File: src/rtl/frame_ram_if.sv
// frame_ram_if
//   Bundles the signals that the frame RAM arbiter shares with the pixel
//   loader, the readout engine and the single-port frame RAM.
//
//   Parameters
//     PIXEL_COUNT  pixels per frame (sets ADDR_W = $clog2(PIXEL_COUNT))
//     DATA_W       pixel width
//
//   Modports
//     slave   arbiter view: takes loader writes, read requests and RAM read
//             data; drives the read handshake, RAM controls and frame status
//     master  environment view (loader + readout engine + RAM)
interface frame_ram_if #(
  parameter int PIXEL_COUNT = 172800,
  parameter int DATA_W      = 24
);
  localparam int ADDR_W = $clog2(PIXEL_COUNT);

  logic              wr_valid;
  logic [ADDR_W-1:0] wr_addr;
  logic [DATA_W-1:0] wr_data;
  logic              rd_req;
  logic [ADDR_W-1:0] rd_addr;
  logic              rd_ack;
  logic              rd_valid;
  logic [DATA_W-1:0] rd_data;
  logic              ram_we;
  logic [ADDR_W-1:0] ram_addr;
  logic [DATA_W-1:0] ram_wdata;
  logic [DATA_W-1:0] ram_rdata;
  logic              frame_done;
  logic              frame_ready;
  logic              wr_overflow;

  modport slave (
    input  wr_valid, wr_addr, wr_data,
    input  rd_req, rd_addr,
    output rd_ack, rd_valid, rd_data,
    output ram_we, ram_addr, ram_wdata,
    input  ram_rdata,
    output frame_done, frame_ready, wr_overflow
  );

  modport master (
    output wr_valid, wr_addr, wr_data,
    output rd_req, rd_addr,
    input  rd_ack, rd_valid, rd_data,
    input  ram_we, ram_addr, ram_wdata,
    output ram_rdata,
    input  frame_done, frame_ready, wr_overflow
  );
endinterface

File: src/rtl/frame_ram_arbiter.sv
// frame_ram_arbiter
//   Shares the single-port pixel frame RAM between the UART pixel loader
//   (writes) and the pixel readout engine (reads). Each single-cycle loader
//   write is captured in a one-entry holding buffer, one RAM access is granted
//   per cycle, read data returns with a fixed latency, and committed pixels
//   are counted to flag complete frames.
//
//   Parameters
//     PIXEL_COUNT  pixels per frame, ADDR_W = $clog2(PIXEL_COUNT)
//     DATA_W       pixel width (RGB 8:8:8 by default)
//     RAM_LATENCY  RAM read latency in cycles (1 or 2)
//
//   Ports
//     clk    clock
//     reset  synchronous, active-high
//     bus    frame_ram_if.slave:
//              wr_valid/wr_addr/wr_data   loader write pulse
//              rd_req/rd_addr -> rd_ack   read request held until ack
//              rd_valid/rd_data           read return, RAM_LATENCY+2 after ack
//              ram_we/ram_addr/ram_wdata  registered RAM controls
//              ram_rdata                  RAM read data
//              frame_done                 pulse with the last pixel of a frame
//              frame_ready                level, set after the first frame
//              wr_overflow                sticky, a loader write was dropped
//
//   Build option
//     ARB_ROUND_ROBIN_EN  when defined, write/read contention alternates
//                         (write wins the first one after reset); otherwise
//                         writes always win contention.
module frame_ram_arbiter #(
  parameter int PIXEL_COUNT = 172800,
  parameter int DATA_W      = 24,
  parameter int RAM_LATENCY = 1
) (
  input  logic     clk,
  input  logic     reset,
  frame_ram_if.slave bus
);

  localparam int ADDR_W = $clog2(PIXEL_COUNT);
  localparam logic [ADDR_W-1:0] LAST_PIX = ADDR_W'(PIXEL_COUNT - 1);

  typedef enum logic [1:0] {
    G_IDLE = 2'd0,
    G_WR   = 2'd1,
    G_RD   = 2'd2
  } gstate_t;

  gstate_t state, state_d;

  logic              wbuf_full;
  logic [ADDR_W-1:0] wbuf_addr;
  logic [DATA_W-1:0] wbuf_data;

  logic              contention;
  logic              wr_wins;
  logic              wr_grant;
  logic              rd_grant;

  logic [ADDR_W-1:0] frame_cnt;
  logic              frame_done_q;
  logic              frame_ready_q;
  logic              wr_overflow_q;

  logic [ADDR_W-1:0] ram_addr_q;
  logic [DATA_W-1:0] ram_wdata_q;

  // Read tags: bit i is set i+1 cycles after the grant. The last tap lines
  // up with valid data on ram_rdata for the configured RAM latency.
  logic [RAM_LATENCY:0] vld_p;
  logic                 rd_valid_q;
  logic [DATA_W-1:0]    rd_data_q;

  assign contention = wbuf_full & bus.rd_req;

`ifdef ARB_ROUND_ROBIN_EN
  // Flag remembers who won the last contention; it starts at "read" so the
  // write side wins the first contention after reset. Uncontended grants do
  // not touch it, so contentions strictly alternate.
  logic last_rd;

  always_ff @(posedge clk) begin
    if (reset) begin
      last_rd <= 1'b1;
    end else if (contention) begin
      last_rd <= rd_grant;
    end
  end

  assign wr_wins = last_rd;
`else
  assign wr_wins = 1'b1;
`endif

  // Grant decision for this cycle; the decided state becomes the registered
  // RAM command next cycle.
  always_comb begin
    state_d = G_IDLE;
    if (!reset) begin
      if (wbuf_full && (!bus.rd_req || wr_wins)) begin
        state_d = G_WR;
      end else if (bus.rd_req) begin
        state_d = G_RD;
      end
    end
  end

  assign wr_grant   = (state_d == G_WR);
  assign rd_grant   = (state_d == G_RD);
  assign bus.rd_ack = rd_grant;

  always_ff @(posedge clk) begin
    if (reset) begin
      state <= G_IDLE;
    end else begin
      state <= state_d;
    end
  end

  // Holding buffer. A write arriving while the buffer is full is only lost
  // when the buffered entry is not leaving in the same cycle; a grant and a
  // refill in one cycle simply replaces the entry.
  always_ff @(posedge clk) begin
    if (reset) begin
      wbuf_full     <= 1'b0;
      wr_overflow_q <= 1'b0;
    end else begin
      if (bus.wr_valid) begin
        if (wbuf_full && !wr_grant) begin
          wr_overflow_q <= 1'b1;
        end else begin
          wbuf_full <= 1'b1;
        end
      end else if (wr_grant) begin
        wbuf_full <= 1'b0;
      end
    end
  end

  always_ff @(posedge clk) begin
    if (bus.wr_valid && (!wbuf_full || wr_grant)) begin
      wbuf_addr <= bus.wr_addr;
      wbuf_data <= bus.wr_data;
    end
  end

  // RAM command register: address and write data follow the granted side;
  // in an idle cycle the address is held.
  always_ff @(posedge clk) begin
    if (reset) begin
      ram_addr_q  <= '0;
      ram_wdata_q <= '0;
    end else begin
      case (state_d)
        G_WR: begin
          ram_addr_q  <= wbuf_addr;
          ram_wdata_q <= wbuf_data;
        end
        G_RD: begin
          ram_addr_q <= bus.rd_addr;
        end
        default: begin
          ram_addr_q <= ram_addr_q;
        end
      endcase
    end
  end

  assign bus.ram_we    = (state == G_WR);
  assign bus.ram_addr  = ram_addr_q;
  assign bus.ram_wdata = ram_wdata_q;

  // Frame counter advances at the grant so frame_done lands in the same cycle
  // as the ram_we that commits the last pixel. It counts commits only; the
  // write address is irrelevant here.
  always_ff @(posedge clk) begin
    if (reset) begin
      frame_cnt     <= '0;
      frame_done_q  <= 1'b0;
      frame_ready_q <= 1'b0;
    end else begin
      frame_done_q <= 1'b0;
      if (wr_grant) begin
        if (frame_cnt == LAST_PIX) begin
          frame_cnt     <= '0;
          frame_done_q  <= 1'b1;
          frame_ready_q <= 1'b1;
        end else begin
          frame_cnt <= frame_cnt + 1'b1;
        end
      end
    end
  end

  assign bus.frame_done  = frame_done_q;
  assign bus.frame_ready = frame_ready_q;
  assign bus.wr_overflow = wr_overflow_q;

  // ---- stage p0..pN: read tag delay line ----
  always_ff @(posedge clk) begin
    if (reset) begin
      vld_p <= '0;
    end else begin
      vld_p <= {vld_p[RAM_LATENCY-1:0], rd_grant};
    end
  end

  // ---- return stage: capture RAM data under the last tag ----
  always_ff @(posedge clk) begin
    if (reset) begin
      rd_valid_q <= 1'b0;
      rd_data_q  <= '0;
    end else begin
      rd_valid_q <= vld_p[RAM_LATENCY];
      if (vld_p[RAM_LATENCY]) begin
        rd_data_q <= bus.ram_rdata;
      end
    end
  end

  assign bus.rd_valid = rd_valid_q;
  assign bus.rd_data  = rd_data_q;

endmodule

File: src/flat_wrapper.sv
// flat-port wrapper written by rule: the top's interface ports become plain ports
module frame_ram_arbiter_flat 
#(
  parameter int PIXEL_COUNT = 172800,
  parameter int DATA_W      = 24,
  parameter int RAM_LATENCY = 1
)
  (clk, reset, bus_wr_valid, bus_wr_addr, bus_wr_data, bus_rd_req, bus_rd_addr, bus_rd_ack, bus_rd_valid, bus_rd_data, bus_ram_we, bus_ram_addr, bus_ram_wdata, bus_ram_rdata, bus_frame_done, bus_frame_ready, bus_wr_overflow);
  frame_ram_if #(.PIXEL_COUNT(PIXEL_COUNT), .DATA_W(DATA_W)) bus_i ();
  input  logic clk;
  input  logic reset;
  input wire logic [$bits(bus_i.wr_valid)-1:0] bus_wr_valid;
  input wire logic [$bits(bus_i.wr_addr)-1:0] bus_wr_addr;
  input wire logic [$bits(bus_i.wr_data)-1:0] bus_wr_data;
  input wire logic [$bits(bus_i.rd_req)-1:0] bus_rd_req;
  input wire logic [$bits(bus_i.rd_addr)-1:0] bus_rd_addr;
  output wire logic [$bits(bus_i.rd_ack)-1:0] bus_rd_ack;
  output wire logic [$bits(bus_i.rd_valid)-1:0] bus_rd_valid;
  output wire logic [$bits(bus_i.rd_data)-1:0] bus_rd_data;
  output wire logic [$bits(bus_i.ram_we)-1:0] bus_ram_we;
  output wire logic [$bits(bus_i.ram_addr)-1:0] bus_ram_addr;
  output wire logic [$bits(bus_i.ram_wdata)-1:0] bus_ram_wdata;
  input wire logic [$bits(bus_i.ram_rdata)-1:0] bus_ram_rdata;
  output wire logic [$bits(bus_i.frame_done)-1:0] bus_frame_done;
  output wire logic [$bits(bus_i.frame_ready)-1:0] bus_frame_ready;
  output wire logic [$bits(bus_i.wr_overflow)-1:0] bus_wr_overflow;
  assign bus_i.wr_valid = bus_wr_valid;
  assign bus_i.wr_addr = bus_wr_addr;
  assign bus_i.wr_data = bus_wr_data;
  assign bus_i.rd_req = bus_rd_req;
  assign bus_i.rd_addr = bus_rd_addr;
  assign bus_rd_ack = bus_i.rd_ack;
  assign bus_rd_valid = bus_i.rd_valid;
  assign bus_rd_data = bus_i.rd_data;
  assign bus_ram_we = bus_i.ram_we;
  assign bus_ram_addr = bus_i.ram_addr;
  assign bus_ram_wdata = bus_i.ram_wdata;
  assign bus_i.ram_rdata = bus_ram_rdata;
  assign bus_frame_done = bus_i.frame_done;
  assign bus_frame_ready = bus_i.frame_ready;
  assign bus_wr_overflow = bus_i.wr_overflow;
  frame_ram_arbiter #(.PIXEL_COUNT(PIXEL_COUNT), .DATA_W(DATA_W), .RAM_LATENCY(RAM_LATENCY)) u_core (.clk(clk), .reset(reset), .bus(bus_i));
endmodule
File: config.mk
export PLATFORM = sky130hd
export DESIGN_NAME = frame_ram_arbiter_flat
export DESIGN_NICKNAME = d
export VERILOG_FILES = /design/src/rtl/frame_ram_if.sv /design/src/rtl/frame_ram_arbiter.sv /design/src/flat_wrapper.sv
export SDC_FILE = /design/constraint.sdc
export NUM_CORES = 1
export LEC_CHECK = 0
export ABC_AREA = 0
export CORE_ASPECT_RATIO = 1.2
export CORE_UTILIZATION = 37
export DETAILED_ROUTE_END_ITERATION = 12
export GPL_TIMING_DRIVEN = 0
export PLACE_DENSITY = 0.74
export SKIP_LAST_GASP = 1
export SLEW_MARGIN = 20
export SYNTH_ARGS = -nofsm -noshare
export SYNTH_HDL_FRONTEND = slang
export SYNTH_SLANG_ARGS = --single-unit
File: constraint.sdc
create_clock -name clk -period 6.7 [get_ports clk]
set_clock_uncertainty 0.15 [all_clocks]
set_input_delay 1.34 -clock clk [delete_from_list [all_inputs] [get_ports clk]]
set_output_delay 1.34 -clock clk [all_outputs]
set_load 0.005 [all_outputs]
# Yosys cells after proc, flatten, opt, wreduce, memory -nomap -nowiden

Index checks and enable logic that the tools add are counted.

Bitwise gates (word level): 1
Equality and inequality tests: 5
Reduce and logical (&&, ||, !) cells: 11
$add $sub $neg: 1
Multiplexer cells: 9

Operators by type and width:

| cell                                           | count |
|---|---|
| one-hot mux 18 bit (2 select lines)            | 1 |
| adder 18 x 1 -> 18 bit (second input constant) | 1 |
| == test 18 bit (second input constant)         | 1 |
| 2-to-1 mux 18 bit                              | 1 |
| 2-to-1 mux 2 bit                               | 3 |
| AND reduction 2 bit                            | 3 |
| == test 2 x 1 -> 1 bit (second input constant) | 2 |
| 2-to-1 mux 1 bit                               | 4 |
| nonzero test 2 bit                             | 2 |
| == test 2 bit (second input constant)          | 1 |
| logical AND 1 bit                              | 2 |
| logical NOT 1 bit                              | 2 |
| inequality test 2 bit (second input constant)  | 1 |
| OR reduction 2 bit                             | 1 |
| logical OR 1 bit                               | 1 |
| NOT 1 bit                                      | 1 |

Word-level logic and storage cells: 40
Flip-flop bits (word level): 135

# Logic depth before layout (Yosys ltp)

Word-level depth: 8
Mapped depth: 6
Mapped depth without buffers: 5

# Worst setup path before layout

No wires, ideal clock.

Kind: input port to flip-flop
From: in reset
To: reg u_core.wbuf_addr[0], enable pin
Setup slack: 1.213 ns
Cell stages on the path: 3
Data arrival time: 4.831 ns
Buffers on the path: 2
Path through: clkbuf_1 > clkbuf_1 > a21boi_0

Longest elaborated chain between the ends: 4

Ends and longest elaborated chain:

| what                   | line                     | source |
|---|---|---|
| start: declaration     | flat_wrapper.sv:11       | `input logic reset;` |
| 2-to-1 mux 2 bit       | frame_ram_arbiter.sv:99  | `if (!reset) begin` |
| == test 2 x 1 -> 1 bit | frame_ram_arbiter.sv:108 | `assign wr_grant = (state_d == G_WR);` |
| logical OR 1 bit       | frame_ram_arbiter.sv:141 | `if (bus.wr_valid && (!wbuf_full \|\| wr_grant)) begin` |
| logical AND 1 bit      | frame_ram_arbiter.sv:141 |  |
| end signal: assignment | frame_ram_arbiter.sv:142 | `wbuf_addr <= bus.wr_addr;` |
| end: declaration       | frame_ram_arbiter.sv:52  | `logic [ADDR_W-1:0] wbuf_addr;` |

Every way passes these cells.
A chain may end at the register's enable or synchronous reset.

# Final worst setup path

From: in reset
To: out bus_rd_ack

Longest elaborated chain between the ends: 2

Ends and longest elaborated chain:

| what             | line                     | source |
|---|---|---|
| 2-to-1 mux 2 bit | frame_ram_arbiter.sv:99  |  |
| == test 2 bit    | frame_ram_arbiter.sv:109 | `assign rd_grant = (state_d == G_RD);` |
| end: declaration | flat_wrapper.sv:17       | `output wire logic [$bits(bus_i.rd_ack)-1:0] bus_rd_ack;` |

Every way passes these cells.

==> summary.txt <==
FLOORPLAN
----------------------------------------------------------------------------------------------------
Chip Height ...........................................................................       128 um
Die outline area ......................................................................   13,700 um2
Io pins ...............................................................................          160
Core region area ......................................................................   12,800 um2
Die outline width .....................................................................       107 um
Effective utilization at floorplan ....................................................        0.383
Number of rows in the core area .......................................................           45

FINAL LAYOUT
----------------------------------------------------------------------------------------------------
Nets@finish ...........................................................................          685
Count of antenna diodes in the layout .................................................            0
Most common cell after layout, fill and taps aside .................................... clkdlybuf4s50_1
Share of final-layout standard cells stronger than drive strength 1 ...................       0.0772
Post-layout utilization of the core ...................................................        0.578
Highest-count cells in the layout ignoring fill and taps .............................. clkdlybuf4s50_1 (159), nor2_1 (95), dfxtp_1 (93), mux2i_1 (66), edfxtp_1 (42)
Layout overhead on the synthesized area ...............................................        50.8%
Layout filler cell count ..............................................................        1,094

POWER
----------------------------------------------------------------------------------------------------
Switch share ..........................................................................        0.206
Internal cell power ...................................................................      1.63 mW
Clock network fraction of design power ................................................        0.475
Relative contribution of sequential cells to total power ..............................        0.438
Pwr dens ..............................................................................   277 nW/um2
Comb power frac .......................................................................        0.087
Switching power total .................................................................     0.423 mW
Worst vdd ir ..........................................................................   0.000166 V
Static Leakage ........................................................................      2.79 nW

ROUTING
----------------------------------------------------------------------------------------------------
Initial drt markers ...................................................................          134
Total wire length .....................................................................      11.5 mm
Residual antenna-violating net count after detailed routing ...........................            0
Number of detailed-routing iterations run before antenna repair .......................            4
Wire length per cell after detailed routing ...........................................      14.8 um
Post-detailed-route DRC marker count ..................................................            0
Average via count per standard cell ...................................................         4.78
Total vias in the final route .........................................................        3,698

CRITICAL PATH
----------------------------------------------------------------------------------------------------
R2r startpoint ........................................................................ u_core.wbuf_full$_SDFFE_PP0P_
Worst Setup EP ........................................................................   bus_rd_ack
Startpoint-to-endpoint class of the critical path .....................................    in -> out
Maximum fanout encountered on the critical timing path ................................           10
Number of cells on the worst reg-to-reg path ..........................................            5
WP data arrival .......................................................................      3.54 ns
Category of the worst setup path capture point ........................................  output port
Critical register-to-register path endpoint ........................................... u_core.wbuf_data[20]$_DFFE_PP_
Required time at the endpoint of the critical path ....................................      5.21 ns
Crit path launch ......................................................................        reset
Startpoint type of the worst setup path ............................................... primary input
Internal reg-to-reg setup slack .......................................................      4.49 ns

CLOCK NETWORK
----------------------------------------------------------------------------------------------------
Clock latency on the worst-skew pair ..................................................      0.40 ns
TritonCTS clock tree ..................................................................          yes
Cell at the root of the clock tree ....................................................    clkbuf_16
Number of buffers between clock root and the deepest sink .............................            2
Count of H-tree levels built during CTS ...............................................            4
Number of setup buffers added after CTS ...............................................            0
Post-CTS Hold Fix Bufs ................................................................            0
Num CTS Buffers .......................................................................           17
Post-CTS Resized ......................................................................            0
Clock Sink Count ......................................................................          135
Clock-pin slew reported for the worst setup and hold paths after clock tree synthesis .      0.06 ns

GRT
----------------------------------------------------------------------------------------------------
Global-route usage over all layers ....................................................        0.172
Initial antenna violation count .......................................................            0
First-pass GRT wire length ............................................................      18.2 mm
Largest net degree at the start of global routing .....................................           19
Grt ovf ...............................................................................            0
Vias in the first global route ........................................................        3,803

PLACE
----------------------------------------------------------------------------------------------------
Port-buffer cells .....................................................................          159
DP Wirelength .........................................................................      8.26 mm
Final weighted congestion in routability-driven placement .............................        0.772

STATUS
----------------------------------------------------------------------------------------------------
Status ................................................................................ complete, no violations

STA
----------------------------------------------------------------------------------------------------
Unrepaired setup endpoints after global routing .......................................           no
Achievable clock frequency ............................................................    0.199 GHz
Transition time at the pin with the least slew margin .................................     0.701 ns
Time the final worst path needs with I/O delays and setup .............................      5.03 ns
Count of final max-slew check failures ................................................            0
Period Utilization, post-route ........................................................        0.751
Total Negative Setup Slacks ...........................................................         0 ns
Fin. Hold Viols .......................................................................            0
Setup violations, final ...............................................................            0
Worst rel slew slack ..................................................................        0.533

JOB
----------------------------------------------------------------------------------------------------
Max-capacitance violation count .......................................................            0

LOGIC SYNTHESIS
----------------------------------------------------------------------------------------------------
Gate count of the mapped netlist ......................................................          416
Combined area of all synthesized cells ................................................     4900 um2
Syn Nets ..............................................................................          505
Portion of synthesized cell area occupied by the leading cell type ....................        0.380
Yosys synthesis warning count .........................................................            0
Cell type contributing the most total cell area after synthesis .......................      dfxtp_1
Flip-flop and latch count after synthesis .............................................          135
Main area contributors after synthesis ................................................ dfxtp_1 (38%), edfxtp_1 (26%), mux2i_1 (13%)
Sequential element share of the synthesized area ......................................        0.637
Distinct cell type count after synthesis ..............................................           36
Synthesized area per cell .............................................................     11.8 um2

MIN PATH
----------------------------------------------------------------------------------------------------
Worst min-delay path category .........................................................   reg -> reg
Beginning of the worst hold path ...................................................... u_core.vld_p[0]$_SDFF_PP0_

==> per-stage QoR <==
stage	cell area, um2	std cells	worst slack (ns)	hold slack, ns	power [mW]
global placement	6700	739	-1.21	0.301	1.09
finish	7390	773	1.67	0.297	2.05
CTS	7390	773	1.63	0.307	2.07
global route	7390	773	1.53	0.316	2.12
floorplan	4900	416	1.21	0.264	0.978
detailed placement	6750	741	1.65	0.301	1.09
==> cells in the mapped netlist, drive strengths merged <==
cell    instances
nor3b           3
or4             3
nor2           95
nand4           9
clkbuf         13
and4            2
o21ai           4
nand2b          2
o21ba           1
edfxtp         42
dfxtp          93
nor4            1
o31ai           3
nand2           6
nand3           5
and3b           1
mux2i          66
ha              1
or3             2
and2b           1
o211ai          1
a21boi          1
and4b           2
buf            12
a21oi          26
and3            1
xor2           10
and2            1
or4b            1
o21bai          1
nor2b           7
==> routing by layer <==
| metal | up-vias | track usage | share of wire |
|---|---|---|---|
| met1 | 1765 | 0.190 | 0.40 |
| met2 | 115 | 0.314 | 0.54 |
| li1 | 1807 | - | - |
| met3 | 11 | 0.0498 | 0.050 |
| met5 | - | 0 | 0 |
| met4 | 0 | 0.0580 | 0.014 |
==> layout make-up <==
type                    count  area (um2)  area share
plain buffers              25         110      0.0149
repair buffers            161        1630       0.221
clock inverters             8         104      0.0141
well taps                 164         205      0.0278
clock buffers              24         534      0.0723
flip-flops and latches    135        3120       0.423
multi-input cells         256        1680       0.227
==> registers in the layout, summed over array words and instances, names as in the netlist <==
signal	flops
u_core.bus.frame_ready	1
u_core.bus.rd_data	24
u_core.wbuf_full	1
u_core.bus.ram_wdata	24
u_core.frame_cnt	18
u_core.wbuf_addr	18
u_core.bus.frame_done	1
u_core.state	2
u_core.vld_p	2
u_core.bus.wr_overflow	1
u_core.wbuf_data	24
u_core.bus.rd_valid	1
u_core.bus.ram_addr	18
==> worst max-delay path, cell delays in order <==
cell and delay [ns]:
clkdlybuf4s50_1 0.56, clkbuf_1 0.54, clkbuf_1 0.51, nor3b_1 0.10
clkdlybuf4s50_1 0.48
==> power groups by stage <==
stage | sequential [mW] | combinational (mW) | clock [mW]
floorplan | 0.915 | 0.0629 | 0
global placement | 0.916 | 0.170 | 0
detailed placement | 0.914 | 0.178 | 0
CTS | 0.898 | 0.180 | 0.989
global route | 0.901 | 0.192 | 1.03
finish | 0.898 | 0.177 | 0.974
==> worst min-delay path by stage <==
stage                                      end  slack, ns  depth (start not counted)
global placement    u_core.vld_p[1]$_SDFF_PP0_       0.30                          1
CTS                 u_core.vld_p[1]$_SDFF_PP0_       0.31                          1
detailed placement  u_core.vld_p[1]$_SDFF_PP0_       0.30                          1
floorplan           u_core.vld_p[1]$_SDFF_PP0_       0.26                          1
global route        u_core.vld_p[1]$_SDFF_PP0_       0.32                          1
finish              u_core.vld_p[1]$_SDFF_PP0_       0.30                          1
==> logic make-up (layout without fill, tap and decap cells) <==
kind of cell,Yosys count,in the layout,share of synthesized area
and+or+nand+nor,142,142,0.143
DFF,135,135,0.637
muxes,66,66,0.135
AOI/OAI and AO/OA,37,37,0.0419
buffers and inverters,25,218,0.0225
xor gates and xnor gates,10,10,0.0179
adders and majority gates,1,1,0.00255
Note: power is estimated with default switching activity, not from simulation.
